<file path="src/rtl/diff_in_edge_meter.sv">
// diff_in_edge_meter: synchronize, glitch-filter and measure an asynchronous differential-buffer input
// Ports: i_mclk/i_mrst clock and sync active-high reset; i_din async input; i_en measurement enable;
//   i_window window length minus 1; o_level/o_rise/o_fall filtered level and edge pulses;
//   o_count/o_count_valid/o_overflow per-window rising-edge count; o_lost loss of activity;
//   o_period/o_period_valid rise-to-rise interval, built only with DIFF_IN_MON_PERIOD_EN defined.
module diff_in_edge_meter #(
    parameter int SYNC_STAGES  = 2,
    parameter int FILTER_LEN   = 3,
    parameter int WINDOW_BITS  = 16,
    parameter int COUNT_BITS   = 16,
    parameter int LOSS_WINDOWS = 2
) (
    input  logic                   i_mclk,
    input  logic                   i_mrst,
    input  logic                   i_din,
    input  logic                   i_en,
    input  logic [WINDOW_BITS-1:0] i_window,
    output logic                   o_level,
    output logic                   o_rise,
    output logic                   o_fall,
    output logic [COUNT_BITS-1:0]  o_count,
    output logic                   o_count_valid,
    output logic                   o_overflow,
    output logic                   o_lost,
    output logic [COUNT_BITS-1:0]  o_period,
    output logic                   o_period_valid
);
    typedef enum logic {IDLE, RUN} state_t;
    localparam logic [3:0] LW = 4'(LOSS_WINDOWS);
    state_t                 r_state;
    logic [SYNC_STAGES-1:0] r_sync;
    logic [FILTER_LEN-1:0]  w_nh;
    logic [WINDOW_BITS-1:0] r_dcnt;
    logic [COUNT_BITS-1:0]  r_acc, w_sum, w_cnt;
    logic                   r_sat, w_carry;
    logic [3:0]             r_zcnt, w_zinc;
    always_ff @(posedge i_mclk)
        r_sync <= i_mrst ? '0 : {r_sync[SYNC_STAGES-2:0], i_din};
    // w_nh is the history including the sample arriving this cycle, so level moves
    // exactly SYNC_STAGES+FILTER_LEN cycles after a stable din change
    generate
        if (FILTER_LEN == 1) begin : g_nf
            assign w_nh = r_sync[SYNC_STAGES-1];
        end else begin : g_f
            logic [FILTER_LEN-2:0] r_hist;
            always_ff @(posedge i_mclk)
                r_hist <= i_mrst ? '0 : w_nh[FILTER_LEN-2:0];
            assign w_nh = {r_hist, r_sync[SYNC_STAGES-1]};
        end
    endgenerate
    always_ff @(posedge i_mclk) begin
        if (i_mrst) begin
            o_level <= 1'b0;
            o_rise  <= 1'b0;
            o_fall  <= 1'b0;
        end else begin
            o_rise  <= !o_level && (&w_nh);
            o_fall  <= o_level && !(|w_nh);
            o_level <= (&w_nh) ? 1'b1 : !(|w_nh) ? 1'b0 : o_level;
        end
    end
    // accumulator plus this cycle's rise, saturating at all-ones
    assign {w_carry, w_sum} = {1'b0, r_acc} + {{COUNT_BITS{1'b0}}, o_rise};
    assign w_cnt  = w_carry ? '1 : w_sum;
    assign w_zinc = (r_zcnt == LW) ? r_zcnt : r_zcnt + 4'd1;
    always_ff @(posedge i_mclk) begin
        if (i_mrst) begin
            r_state       <= IDLE;
            r_dcnt        <= '0;
            r_acc         <= '0;
            r_sat         <= 1'b0;
            r_zcnt        <= '0;
            o_count       <= '0;
            o_count_valid <= 1'b0;
            o_overflow    <= 1'b0;
            o_lost        <= 1'b0;
        end else begin
            o_count_valid <= 1'b0;
            if (r_state == IDLE) begin
                r_acc  <= '0;
                r_sat  <= 1'b0;
                r_zcnt <= '0;
                o_lost <= 1'b0;
                if (i_en) begin
                    r_state <= RUN;
                    r_dcnt  <= i_window;
                end
            end else if (r_dcnt == '0) begin
                // terminal cycle reports even if en has just dropped
                o_count       <= w_cnt;
                o_overflow    <= r_sat | w_carry;
                o_count_valid <= 1'b1;
                r_acc         <= '0;
                r_sat         <= 1'b0;
                r_dcnt        <= i_window;
                r_zcnt        <= (w_cnt == '0) ? w_zinc : '0;
                o_lost        <= (w_cnt == '0) && (w_zinc == LW);
                if (!i_en) r_state <= IDLE;
            end else if (!i_en) begin
                r_state <= IDLE;
                r_acc   <= '0;
                r_sat   <= 1'b0;
                r_zcnt  <= '0;
                o_lost  <= 1'b0;
            end else begin
                r_dcnt <= r_dcnt - WINDOW_BITS'(1);
                r_acc  <= w_cnt;
                r_sat  <= r_sat | w_carry;
            end
        end
    end
`ifdef DIFF_IN_MON_PERIOD_EN
    logic [COUNT_BITS-1:0] r_ival;
    logic                  r_seen;
    always_ff @(posedge i_mclk) begin
        if (i_mrst) begin
            r_ival         <= '0;
            r_seen         <= 1'b0;
            o_period       <= '0;
            o_period_valid <= 1'b0;
        end else begin
            o_period_valid <= 1'b0;
            if (r_state == IDLE) begin
                r_ival <= '0;
                r_seen <= 1'b0;
            end else if (o_rise) begin
                // the first rise in RUN only arms the interval counter
                r_ival <= '0;
                r_seen <= 1'b1;
                if (r_seen) begin
                    o_period       <= (&r_ival) ? r_ival : r_ival + COUNT_BITS'(1);
                    o_period_valid <= 1'b1;
                end
            end else if (!(&r_ival)) begin
                r_ival <= r_ival + COUNT_BITS'(1);
            end
        end
    end
`else
    assign o_period       = '0;
    assign o_period_valid = 1'b0;
`endif
endmodule

</file>
<file path="config.mk">
export PLATFORM = sky130hd
export DESIGN_NAME = diff_in_edge_meter
export DESIGN_NICKNAME = d
export VERILOG_FILES = /design/src/rtl/diff_in_edge_meter.sv
export SDC_FILE = /design/constraint.sdc
export NUM_CORES = 1
export LEC_CHECK = 0
export ABC_AREA = 1
export CORE_ASPECT_RATIO = 1.1
export CORE_UTILIZATION = 35
export CTS_BUF_LIST = sky130_fd_sc_hd__clkbuf_8
export CTS_CLUSTER_DIAMETER = 60
export DETAILED_ROUTE_END_ITERATION = 12
export PLACE_DENSITY = 0.58
export SETUP_SLACK_MARGIN = 0.4
export SLEW_MARGIN = 20
export SYNTH_ARGS = -nofsm -noshare
export SYNTH_HDL_FRONTEND = slang
export SYNTH_SLANG_ARGS = --single-unit
</file>
<file path="constraint.sdc">
create_clock -name i_mclk -period 1.9 [get_ports i_mclk]
set_clock_uncertainty 0.1 [all_clocks]
set_input_delay 0.57 -clock i_mclk [delete_from_list [all_inputs] [get_ports i_mclk]]
set_output_delay 0.57 -clock i_mclk [all_outputs]
set_load 0.01 [all_outputs]
</file>
[Word level (Yosys, flattened, before mapping)]
Index checks and enable logic that the tools add are counted.
Storage, ports and cells
  register bits: 64
  logic and storage cells: 54
Operators by class
  add/subtract/negate cells: 3
  reductions and logical operators: 15
  equality and inequality tests: 4
  bitwise gates (word level): 3
  muxes and demuxes: 15
Operators by type and width (number)
  16-bit 2-to-1 mux: 5
  16-bit zero test: 2
  16-bit by 1-bit adder with 17-bit output: 1
  4-bit 2-to-1 mux: 4
  16-bit by 1-bit subtractor with 16-bit output (second input constant): 1
  4-bit by 2-bit equality test with 1-bit output (second input constant): 2
  1-bit 2-to-1 mux: 6
  4-bit by 1-bit adder with 4-bit output (second input constant): 1
  2-bit AND reduction: 2
  2-bit nonzero test: 2
  4-bit OR reduction: 1
  1-bit logical AND: 3
  3-bit AND reduction: 1
  3-bit OR reduction: 1
  1-bit zero test: 2
  2-bit by 1-bit != test with 1-bit output (second input constant): 1
  2-bit != test (second input constant): 1
  1-bit NOT: 2
  2-bit OR reduction: 1
  1-bit bitwise OR: 1

[Longest topological paths before layout]
  depth in word-level cells: 5
  gate-level depth with buffers: 13
  depth with buffers taken out: 13

[Least setup slack after synthesis]
OpenSTA, ideal clock, no wires.
  path kind: register to register
  start: reg o_rise
  end: reg r_zcnt[3]
  data required time: 1.688 ns
  buffers on the path: 0
  library setup time: 0.112 ns
  clock period less this slack: 1.915 ns
  stages on the path, launching flop included: 14
  slack: -0.015 ns
  arrival: 1.702 ns
  cells stage by stage: dfxtp_1 -> ha_1 -> ha_1 -> nand2_1 -> nor2_2 -> nand2_2 -> nor2_8 -> nor2_1 -> nand3_1 -> nor2_1 -> nand2_1 -> nor2_2 -> nand2_1 -> nand2_1
Between the ends
  cells in the longest elaborated chain, start to end: 5
RTL lines
  start: declaration: line 19  | output logic o_rise,
  start signal: assignment: line 57  | o_rise <= !o_level && (&w_nh);
  16-bit by 1-bit adder with 17-bit output: line 63  | assign {w_carry, w_sum} = {1'b0, r_acc} + {{COUNT_BITS{1'b0}}, o_rise};
  16-bit 2-to-1 mux: line 64  | assign w_cnt = w_carry ? '1 : w_sum;
  16-bit zero test: line 96  | r_zcnt <= (w_cnt == '0) ? w_zinc : '0;
  4-bit 2-to-1 mux: line 96
  4-bit 2-to-1 mux: line 88  | end else if (r_dcnt == '0) begin
  end signal: assignment: line 96
  end: declaration: line 36  | logic [3:0] r_zcnt, w_zinc;
No other way between the ends.
A chain may end at the register's enable or synchronous reset.

[Final worst setup path]
  start: reg o_rise
  end: reg o_lost
Between the ends
  cells in the longest elaborated chain, start to end: 5
RTL lines
  16-bit by 1-bit adder with 17-bit output: line 63
  16-bit 2-to-1 mux: line 64
  16-bit zero test: line 97  | o_lost <= (w_cnt == '0) && (w_zinc == LW);
  1-bit logical AND: line 97
  1-bit 2-to-1 mux: line 88
  end signal: assignment: line 97
  end: declaration: line 24  | output logic o_lost,
No other way between the ends.

==> reports/results.tsv <==
metric	value	unit
I/O Pins	59	
Hold Fails Final Rpt	0	
Post-synth EDFFs	0	
via count	3724	
die area	10400	µm²
chip width	97.2	µm
antenna violations before repair	0	
Reg power frac	43.0	%
Max Slew Vio Count	0	
Worst Setup Path Type	reg2reg	
H-tree depth	3	
Final TNS setup	0	ps
DRC viols	0	
crit path time final	1840	ps
# nets final	666	
CP required	2100	ps
root buf cell	clkbuf_8	
Pint	2350	µW
ANT cells	0	
CP Data Arrival Time	2040	ps
VDD IR max	282	µV
crit share post-route	96.7	%
1st-pass router iterations	4	
final wirelength	10.2	mm
Psw	934	µW
Main synth FF type	dfxtp_1	
total power	3290	µW
Clk Latency, worst-skew pair	360	ps
Core Box Area	9540	µm²
Syn Inst Count	516	
DRT iter0 DRCs	124	
mapped cell area	3490	µm²
max cap viols	0	
Crit. End Element	register	
crit path max fanout	5	
synth unique cells	34	
Post-CTS Hold Fix Bufs	0	
Net Sw Frac	28.4	%
status	complete, no violations	
Hold/Removal Path Class	reg2reg	
Filler cells	846	
leakage	0.00256	µW
number of global-route vias before repair	3582	
first-pass GRT wire length	16.4	mm
CTS Buf Count	9	
power per cell area	592	nW/µm²
commonest cells after routing, fill and taps aside	nand2_1, nor2_1, inv_1, buf_4, dfxtp_1	
share of cells above drive strength 1	42.9	%
largest net degree at the start of global routing	18	
Final Setup Violations	0	
Ys Warns	0	
clock share of power	36.8	%
Syn Area/Cell	6.76	µm²
grt ovf	0	
fmax	0.544	GHz
post-synthesis register bit count	64	
wire length per cell	13.3	µm
RSZ-0062 raised after global routing	yes	
Routed Antenna Nets	0	
sequential-to-total area share from yosys stat	36.7	%
leading cell type in the layout, fill and taps excluded	nand2_1	
Post-DP HPWL	6.45	mm
clock-pin slew on the worst setup and hold paths	70	ps
Async SR Flop Fraction	0	%
clk sinks	64	
initial core utilization	36.6	%
gpl congestion	0.866	
synth-to-layout area growth	59.2	%
CTS tree	built	
Comb pwr share	20.2	%
FP Rows	37	
die height	107	µm
clk buf depth	2	
Port-buffer cells	41	
total track usage	20.0	%
drt via density	4.89	
crit start category	register	
-- cells by family after synthesis --
group                    count (synthesis)  share of synthesized area [%]
AO/OA/AOI/OAI                           62                           9.47
XOR/XNOR                                13                           3.26
adder cells (fa/ha/maj)                  6                           2.15
buffers and inverters                   92                           12.4
flip-flops                              64                           36.7
other                                    1                          0.107
AND/OR/NAND/NOR                        278                           35.9
-- layout make-up --
cell class                 count  area, µm²  area share, %
clock buffer                  11        151           2.73
clock inverter                 5       47.5          0.856
inverter                      62        254           4.57
multi-input combinational    379       2440           43.9
sequential                    64       1320           23.7
tap                          117        146           2.64
timing repair buffer         123       1200           21.5
timing repair inverter         1       7.51          0.135
-- synth_stat cells (all sizes together) (6+ instances only) --
master / number / area share, %
nand2: 114 / 13
nor2: 112 / 14
dfxtp: 64 / 37
inv: 62 / 6.7
nand3: 34 / 5.0
o21ai: 30 / 4.3
a21oi: 28 / 4.0
buf: 26 / 5.3
nand4: 9 / 1.6
xor2: 7 / 1.8
ha: 6 / 2.2
xnor2: 6 / 1.5
-- through the flow --
step	cells	cell area, µm²	hold WS (ps)	setup slack [ps]	utilization (%)
4_1_cts	758	5290	309	99.4	55.4
3_3_place_gp	715	4460	289	-42.7	46.7
5_1_grt	762	5560	341	-81.6	58.3
6_report	762	5560	304	62.6	58.3
2_1_floorplan	532	3700	288	170	-
3_5_place_dp	715	4460	300	-67.0	46.7
-- registers in the layout, summed over array words and instances, names as in the netlist --
signal         cells
o_count           16
r_acc             16
r_dcnt            16
r_zcnt             4
g_f.r_hist         2
r_sync             2
o_count_valid      1
o_fall             1
o_level            1
o_lost             1
o_overflow         1
o_rise             1
r_sat              1
r_state            1
-- worst max-delay path, stage by stage, from the launching register on --
cell and delay (ps):
dfxtp_2 330, ha_4 170, buf_6 130, inv_4 50, nor2_4 40, buf_4 120, buf_4 120, nand2_1 60
nand2_2 60, inv_2 60, nand3_2 70, nor2_2 140, nand2_2 80, nor2_4 140, nand2_1 70, nand2_1 50
-- layer usage --
layer / part of all wire (%) / GRT usage (%)
met1: 42 / 22.9
met2: 51 / 35.6
met3: 4.0 / 4.50
met4: 2.6 / 8.42
met5: 0 / 0
-- final timing paths --
check	end	slack, ps	depth (start not counted)	startpoint
hold reg to reg	r_sync[1]	300	2	r_sync[0]
setup reg to reg	o_lost	60	15	o_rise
hold / removal	r_sync[1]	300	2	r_sync[0]
setup / recovery	o_lost	60	15	o_rise
-- power by group through the flow --
stage	sequential [µW]	combinational, µW	clock, µW
detailed placement	1440	512	0
global route	1420	719	1300
global placement	1440	512	0
floorplan	1440	332	0
finish	1410	663	1210
CTS	1410	602	1230
-- repair_timing --
item,CTS,global route
resized for setup,210,73
endpoints found under the setup margin,78,70
buffers inserted,19,4
endpoints found under the hold margin,0,0
cloned,8,0
pin swaps,44,20
No activity file was read; power rests on OpenSTA's default activity.
